## config.mk

```make
export PLATFORM = sky130hd
export DESIGN_NAME = reg_swap_seq
export DESIGN_NICKNAME = d
export VERILOG_FILES = /design/src/rtl/reg_swap_seq.sv
export SDC_FILE = /design/constraint.sdc
export NUM_CORES = 1
export LEC_CHECK = 0
export CORE_UTILIZATION = 30
export DETAILED_ROUTE_END_ITERATION = 8
export PLACE_DENSITY_LB_ADDON = 0.08
export RECOVER_POWER = 25
export SETUP_SLACK_MARGIN = 0.1
export SLEW_MARGIN = 0
export SYNTH_ARGS = -nofsm -noshare
export SYNTH_HDL_FRONTEND = slang
export SYNTH_SLANG_ARGS = --single-unit
```

## constraint.sdc

```tcl
create_clock -name clk -period 2.4 [get_ports clk]
set_input_delay 0.48 -clock clk [delete_from_list [all_inputs] [get_ports clk]]
set_output_delay 0.48 -clock clk [all_outputs]
set_load 0.005 [all_outputs]
```

## src/rtl/reg_swap_seq.sv

```systemverilog
// Register-file sequencer: single-cycle writes and three-step swaps of two
// registers through an external combinational-read register file.
module reg_swap_seq #(
  parameter int pw = 4
) (
  input  logic          clk,
  input  logic          rst_n,
  input  logic          req_valid,
  input  logic [1:0]    req_op,
  input  logic [pw-1:0] req_addrA,
  input  logic [pw-1:0] req_addrB,
  input  logic [7:0]    req_data,
  output logic          req_ready,
  output logic [pw:0]   rf_rd_addrA,
  output logic [pw:0]   rf_rd_addrB,
  input  logic [7:0]    datA_in,
  input  logic [7:0]    datB_in,
  output logic          rf_wr_en,
  output logic [pw:0]   rf_wr_addr,
  output logic [7:0]    rf_dat_out,
  output logic          done,
  output logic [7:0]    swap_cnt
);

  typedef enum logic [2:0] {
    IDLE  = 3'd0,
    WRITE = 3'd1,
    CAPT  = 3'd2,
    WR_A  = 3'd3,
    WR_B  = 3'd4
  } state_t;

  state_t        state_r;
  state_t        state_nxt_s;
  logic          accept_s;
  logic [pw-1:0] addr_a_r;
  logic [pw-1:0] addr_b_r;
  logic [7:0]    tmp_a_r;
  logic          ready_r;
  logic          wr_en_r;
  logic [pw:0]   wr_addr_r;
  logic [7:0]    dat_r;
  logic          done_r;
  logic [7:0]    cnt_r;
  logic          wr_en_nxt_s;
  logic [pw:0]   wr_addr_nxt_s;
  logic [7:0]    dat_nxt_s;
  logic          done_nxt_s;

  // Next-state and next registered write-port values
  always_comb begin
    state_nxt_s   = state_r;
    accept_s      = 1'b0;
    wr_en_nxt_s   = 1'b0;
    done_nxt_s    = 1'b0;
    wr_addr_nxt_s = wr_addr_r;
    dat_nxt_s     = dat_r;
    case (state_r)
      IDLE: begin
        if (req_valid) begin
          accept_s = 1'b1;
          case (req_op)
            2'b00: begin
              state_nxt_s   = WRITE;
              wr_en_nxt_s   = 1'b1;
              wr_addr_nxt_s = {1'b0, req_addrA};
              dat_nxt_s     = req_data;
              done_nxt_s    = 1'b1;
            end
            2'b01: begin
              state_nxt_s = CAPT;
            end
            default: begin
              state_nxt_s = WRITE;
              done_nxt_s  = 1'b1;
            end
          endcase
        end else begin
          state_nxt_s = IDLE;
        end
      end
      WRITE: begin
        state_nxt_s = IDLE;
      end
      // rf_dat_out itself carries tmpB through WR_A
      CAPT: begin
        state_nxt_s   = WR_A;
        wr_en_nxt_s   = 1'b1;
        wr_addr_nxt_s = {1'b0, addr_a_r};
        dat_nxt_s     = datB_in;
      end
      WR_A: begin
        state_nxt_s   = WR_B;
        wr_en_nxt_s   = 1'b1;
        wr_addr_nxt_s = {1'b0, addr_b_r};
        dat_nxt_s     = tmp_a_r;
        done_nxt_s    = 1'b1;
      end
      WR_B: begin
        state_nxt_s = IDLE;
      end
      default: begin
        state_nxt_s = IDLE;
      end
    endcase
  end

  // Read pointers follow the live request while idle, the latched pair otherwise
  always_comb begin
    rf_rd_addrA = {1'b0, addr_a_r};
    rf_rd_addrB = {1'b0, addr_b_r};
    if (state_r == IDLE) begin
      rf_rd_addrA = {1'b0, req_addrA};
      rf_rd_addrB = {1'b0, req_addrB};
    end else begin
      rf_rd_addrA = {1'b0, addr_a_r};
      rf_rd_addrB = {1'b0, addr_b_r};
    end
  end

  // State register and registered ready
  always_ff @(posedge clk or negedge rst_n) begin
    if (!rst_n) begin
      state_r <= IDLE;
      ready_r <= 1'b1;
    end else begin
      state_r <= state_nxt_s;
      ready_r <= (state_nxt_s == IDLE);
    end
  end

  // Request latches, swap temporary, write port, done pulse and swap counter
  always_ff @(posedge clk or negedge rst_n) begin
    if (!rst_n) begin
      addr_a_r  <= '0;
      addr_b_r  <= '0;
      tmp_a_r   <= 8'd0;
      wr_en_r   <= 1'b0;
      wr_addr_r <= '0;
      dat_r     <= 8'd0;
      done_r    <= 1'b0;
      cnt_r     <= 8'd0;
    end else begin
      if (accept_s) begin
        addr_a_r <= req_addrA;
        addr_b_r <= req_addrB;
      end
      if (state_r == CAPT) begin
        tmp_a_r <= datA_in;
      end
      if (state_r == WR_B) begin
        cnt_r <= cnt_r + 8'd1;
      end
      wr_en_r   <= wr_en_nxt_s;
      wr_addr_r <= wr_addr_nxt_s;
      dat_r     <= dat_nxt_s;
      done_r    <= done_nxt_s;
    end
  end

  assign req_ready  = ready_r;
  assign rf_wr_en   = wr_en_r;
  assign rf_wr_addr = wr_addr_r;
  assign rf_dat_out = dat_r;
  assign done       = done_r;
  assign swap_cnt   = cnt_r;

endmodule

```

==> flow_metrics.py <==
metrics = {
    "pwr": {
        "vdd.ir_drop.worst_v": 0.0003758,
        "power.density_cell_area_mw_per_mm2": 1173,
        "power.switching_mw": 1.057,
        "pwr-share-seq_pct": 35.3,
        "pwr-share-comb_pct": 51.5,
        "totalPowerFinal_mw": 3.505,
        "p_int_mw": 2.447,
        "power.static_leakage_nw": 1.243,
        "pwr-share-clk_pct": 13.2,
        "net_sw_share_pct": 30.17,
    },
    "floorplan": {
        "start_util_pct": 30.92,
        "fp.dieArea_sq_mm": 0.007341,
        "horizontal_die_dimension_um": 85.68,
        "coreArea_sq_mm": 0.006794,
        "rows": 30,
        "die_height_um": 85.68,
        "io_pins": 71,
    },
    "global_routing": {
        "grt_pass1_wl_mm": 7.265,
        "global_route.overflow_total": 0,
        "grt_max_degree": 43,
        "first_global_vias": 1497,
        "antenna_found_initial": 0,
        "grt_usage_pct": 13.19,
    },
    "worst_setup_path": {
        "timing.rr.end": "rf_dat_out[1]$_DFFE_PN0P_",
        "critPathLaunch": "state_r[2]$_DFF_PN0_",
        "critPathMaxFanout": 10,
        "r2r_start": "state_r[0]$_DFF_PN0_",
        "path_depth": 4,
        "timing.reg2reg.worst_path_depth": 5,
        "cp.required_ps": 1920,
        "crit_slowest_cell": "sky130_fd_sc_hd__dfrtp_2",
        "timing.critical_path.from_type": "flop",
        "crit_arrival_ps": 1730,
        "timing_worst_setup_path_type": "flop to primary output",
        "cp_slowest_stage_delay_ps": 460,
        "path_cells": "nor3_2 -> buf_6 -> mux2_2 -> dlygate4sd2_1",
        "cp.buffers_inverters": 2,
        "end_kind": "primary output",
        "cpLargestDelayFamily": "buffers and inverters",
        "timing.reg2reg.setup_slack_ps": 380,
        "timing.critical_path.to": "rf_rd_addrB[2]",
    },
    "route": {
        "drc": 0,
        "final_antenna_net_count": 0,
        "detailroute.via_count": 1383,
        "first_pass_detailed_route_iteration_total": 4,
        "detail_route.wirelength_mm": 4.501,
        "dr.first_iter.drc_count": 39,
        "post_drt_wl_per_cell_um": 14.11,
        "viasPerCell": 4.335,
    },
    "clock_tree": {
        "max_clock_buf_depth": 2,
        "tritoncts.num_buffers": 5,
        "clkLatencyLatePin_ps": 290,
        "cts_root_buf": "sky130_fd_sc_hd__clkbuf_8",
        "cts_hold_bufs": 0,
        "htreeDepth": 2,
        "cts.sink_count": 42,
        "cts.reportedPaths.clkPinSlew_ps": 80,
        "tritoncts": "yes",
    },
    "sta": {
        "setup_viol": 0,
        "min_period_ps": 2206,
        "finalClockSkew_ps": 3.393,
        "period_share_pct": 91.92,
        "achievable-frequency_mhz": 453.3,
        "tightest_pin_transition_ps": 1044,
        "setup_tns_after_final_layout_ps": 0,
        "slew_headroom_pct": 30.38,
        "rsz0062_at_grt": "false",
        "fin_hold_ws_ps": 365.4,
        "final-hold-violation-count": 0,
        "timing_max_transition_violations_final": 0,
    },
    "run_status": {
        "outcome": "complete, no violations",
    },
    "synth": {
        "synth-seq-area-share_pct": 50.09,
        "yosys.cell_types.count": 29,
        "yosys_most_used_dff": "sky130_fd_sc_hd__dfrtp_1",
        "flip_flop_and_latch_count_after_synthesis": 42,
        "yosys-top-cells-area": "sky130_fd_sc_hd__dfrtp_1 (49%), sky130_fd_sc_hd__mux2_2 (28%), sky130_fd_sc_hd__mux2_4 (6.4%)",
        "synthTopCellsByCount": "sky130_fd_sc_hd__mux2_2 (52), sky130_fd_sc_hd__dfrtp_1 (41), sky130_fd_sc_hd__mux2_4 (9)",
        "synth-async-reset-ratio_pct": 100.0,
        "synth_largest_area_cell": "sky130_fd_sc_hd__dfrtp_1",
        "syn_area_per_cell_sq_um": 14.39,
        "synthCells": 146,
        "syn-cell-area_sq_mm": 0.002101,
        "synth-edff-count": 0,
        "synth.most_common_cell": "sky130_fd_sc_hd__mux2_2",
        "synth_top_cell_area_share_pct": 48.84,
        "synth.yosys.warnings": 0,
    },
    "place": {
        "placed_cells_incl_taps": 311,
        "hpwlAfterDp_mm": 3.222,
        "buffer_ports.inserted": 67,
        "globalplace.congestion": 0.7378,
    },
    "cells_and_area": {
        "final_net_count": 260,
        "antenna-diode-count": 0,
        "post_layout_nonfiller_instances": 319,
        "area.growth.synth_to_final_pct": 42.17,
        "finish.utilization_pct": 43.96,
        "post_route_cells_drive_above_1_share_pct": 38.12,
    },
    "hold_path": {
        "worstHoldPathType": "primary input to async pin",
    },
    "run": {
        "max-cap-violations": 0,
    },
}
[layout make-up]
cell class                      count  area (sq um)
Tap cell                           96         120.1
Inverter                            1         3.754
Timing Repair Buffer               75         732.0
Clock buffer                        7         86.33
Multi-Input combinational cell     97         985.9
Sequential cell                    42          1054
Fill cell                         630          3807
Clock inverter                      1         5.005
[what timing repair did]
item	4_1_cts	5_1_grt
endpoints found under the setup margin	8	0
gates resized for setup	10	0
buffers inserted	0	0
[placed cells by master, fill, tap and decap left out, types with 2 or more instances in the layout]
| master | count |
|---|---|
| sky130_fd_sc_hd__dlygate4sd2_1 | 8 |
| sky130_fd_sc_hd__nand2b_1 | 4 |
| sky130_fd_sc_hd__nor3_2 | 2 |
| sky130_fd_sc_hd__dfrtp_1 | 40 |
| sky130_fd_sc_hd__clkbuf_8 | 6 |
| sky130_fd_sc_hd__mux2_2 | 52 |
| sky130_fd_sc_hd__nand3_1 | 4 |
| sky130_fd_sc_hd__buf_4 | 6 |
| sky130_fd_sc_hd__conb_1 | 3 |
| sky130_fd_sc_hd__xnor2_1 | 6 |
| sky130_fd_sc_hd__nand2_1 | 2 |
| sky130_fd_sc_hd__mux2_4 | 9 |
| sky130_fd_sc_hd__clkdlybuf4s50_1 | 57 |
| sky130_fd_sc_hd__and2_1 | 2 |
| sky130_fd_sc_hd__nand4_1 | 2 |
[cells by family (layout without fill, tap and decap cells)]
| kind of cell | Yosys count | in the layout | share of synthesized area (%) |
|---|---|---|---|
| AO/OA/AOI/OAI | 3 | 3 | 1.370 |
| other | 1 | 3 | 0.1785 |
| flip-flops | 42 | 42 | 50.09 |
| AND/OR/NAND/NOR | 22 | 22 | 7.207 |
| XOR/XNOR | 7 | 7 | 2.918 |
| multiplexers | 61 | 61 | 34.31 |
| adder cells (fa/ha/maj) | 1 | 1 | 0.5955 |
| buffers and inverters | 9 | 84 | 3.335 |
[power by group through the flow]
stage / registers [mW] / clock network, mW / logic (mW)
after floorplan: 1.22 / 0 / 1.08
after global placement: 1.24 / 0 / 1.84
after detailed placement: 1.26 / 0 / 1.87
after CTS: 1.25 / 0.490 / 1.83
after global routing: 1.28 / 0.524 / 1.94
final: 1.24 / 0.463 / 1.80
[layer usage]
metal,vias up,track usage (%),part of all wire (%)
met2,55,21.75,47
met3,7,4.235,6.3
met1,658,16.21,45
met5,-,0,0
li1,663,-,-
met4,0,4.848,1.8
[worst min path at each step]
stage	startpoint	endpoint	slack, ps	depth (start not counted)
after floorplan	rst_n	addr_a_r[0]$_DFFE_PN0P_	180	0
after global placement	swap_cnt[7]$_DFFE_PN0N_	swap_cnt[7]$_DFFE_PN0N_	460	1
after detailed placement	swap_cnt[7]$_DFFE_PN0N_	swap_cnt[7]$_DFFE_PN0N_	470	1
after CTS	rst_n	tmp_a_r[2]$_DFFE_PN0N_	360	1
after global routing	rst_n	tmp_a_r[6]$_DFFE_PN0N_	460	1
final	rst_n	rf_dat_out[3]$_DFFE_PN0P_	370	1
[stage by stage]
step	setup WS [ps]	instance area (sq um)
final	194.0	2987
after floorplan	524.5	2108
after global routing	123.8	2987
after detailed placement	99.66	2900
after CTS	181.8	2987
after global placement	157.0	2900
[sequential cells by signal (all words and copies together) (netlist names)]
signal	flops
addr_a_r	4
addr_b_r	4
done	1
req_ready	1
rf_dat_out	8
rf_wr_addr	4
rf_wr_en	1
state_r	3
swap_cnt	8
tmp_a_r	8
(Power assumes the default switching activity.)
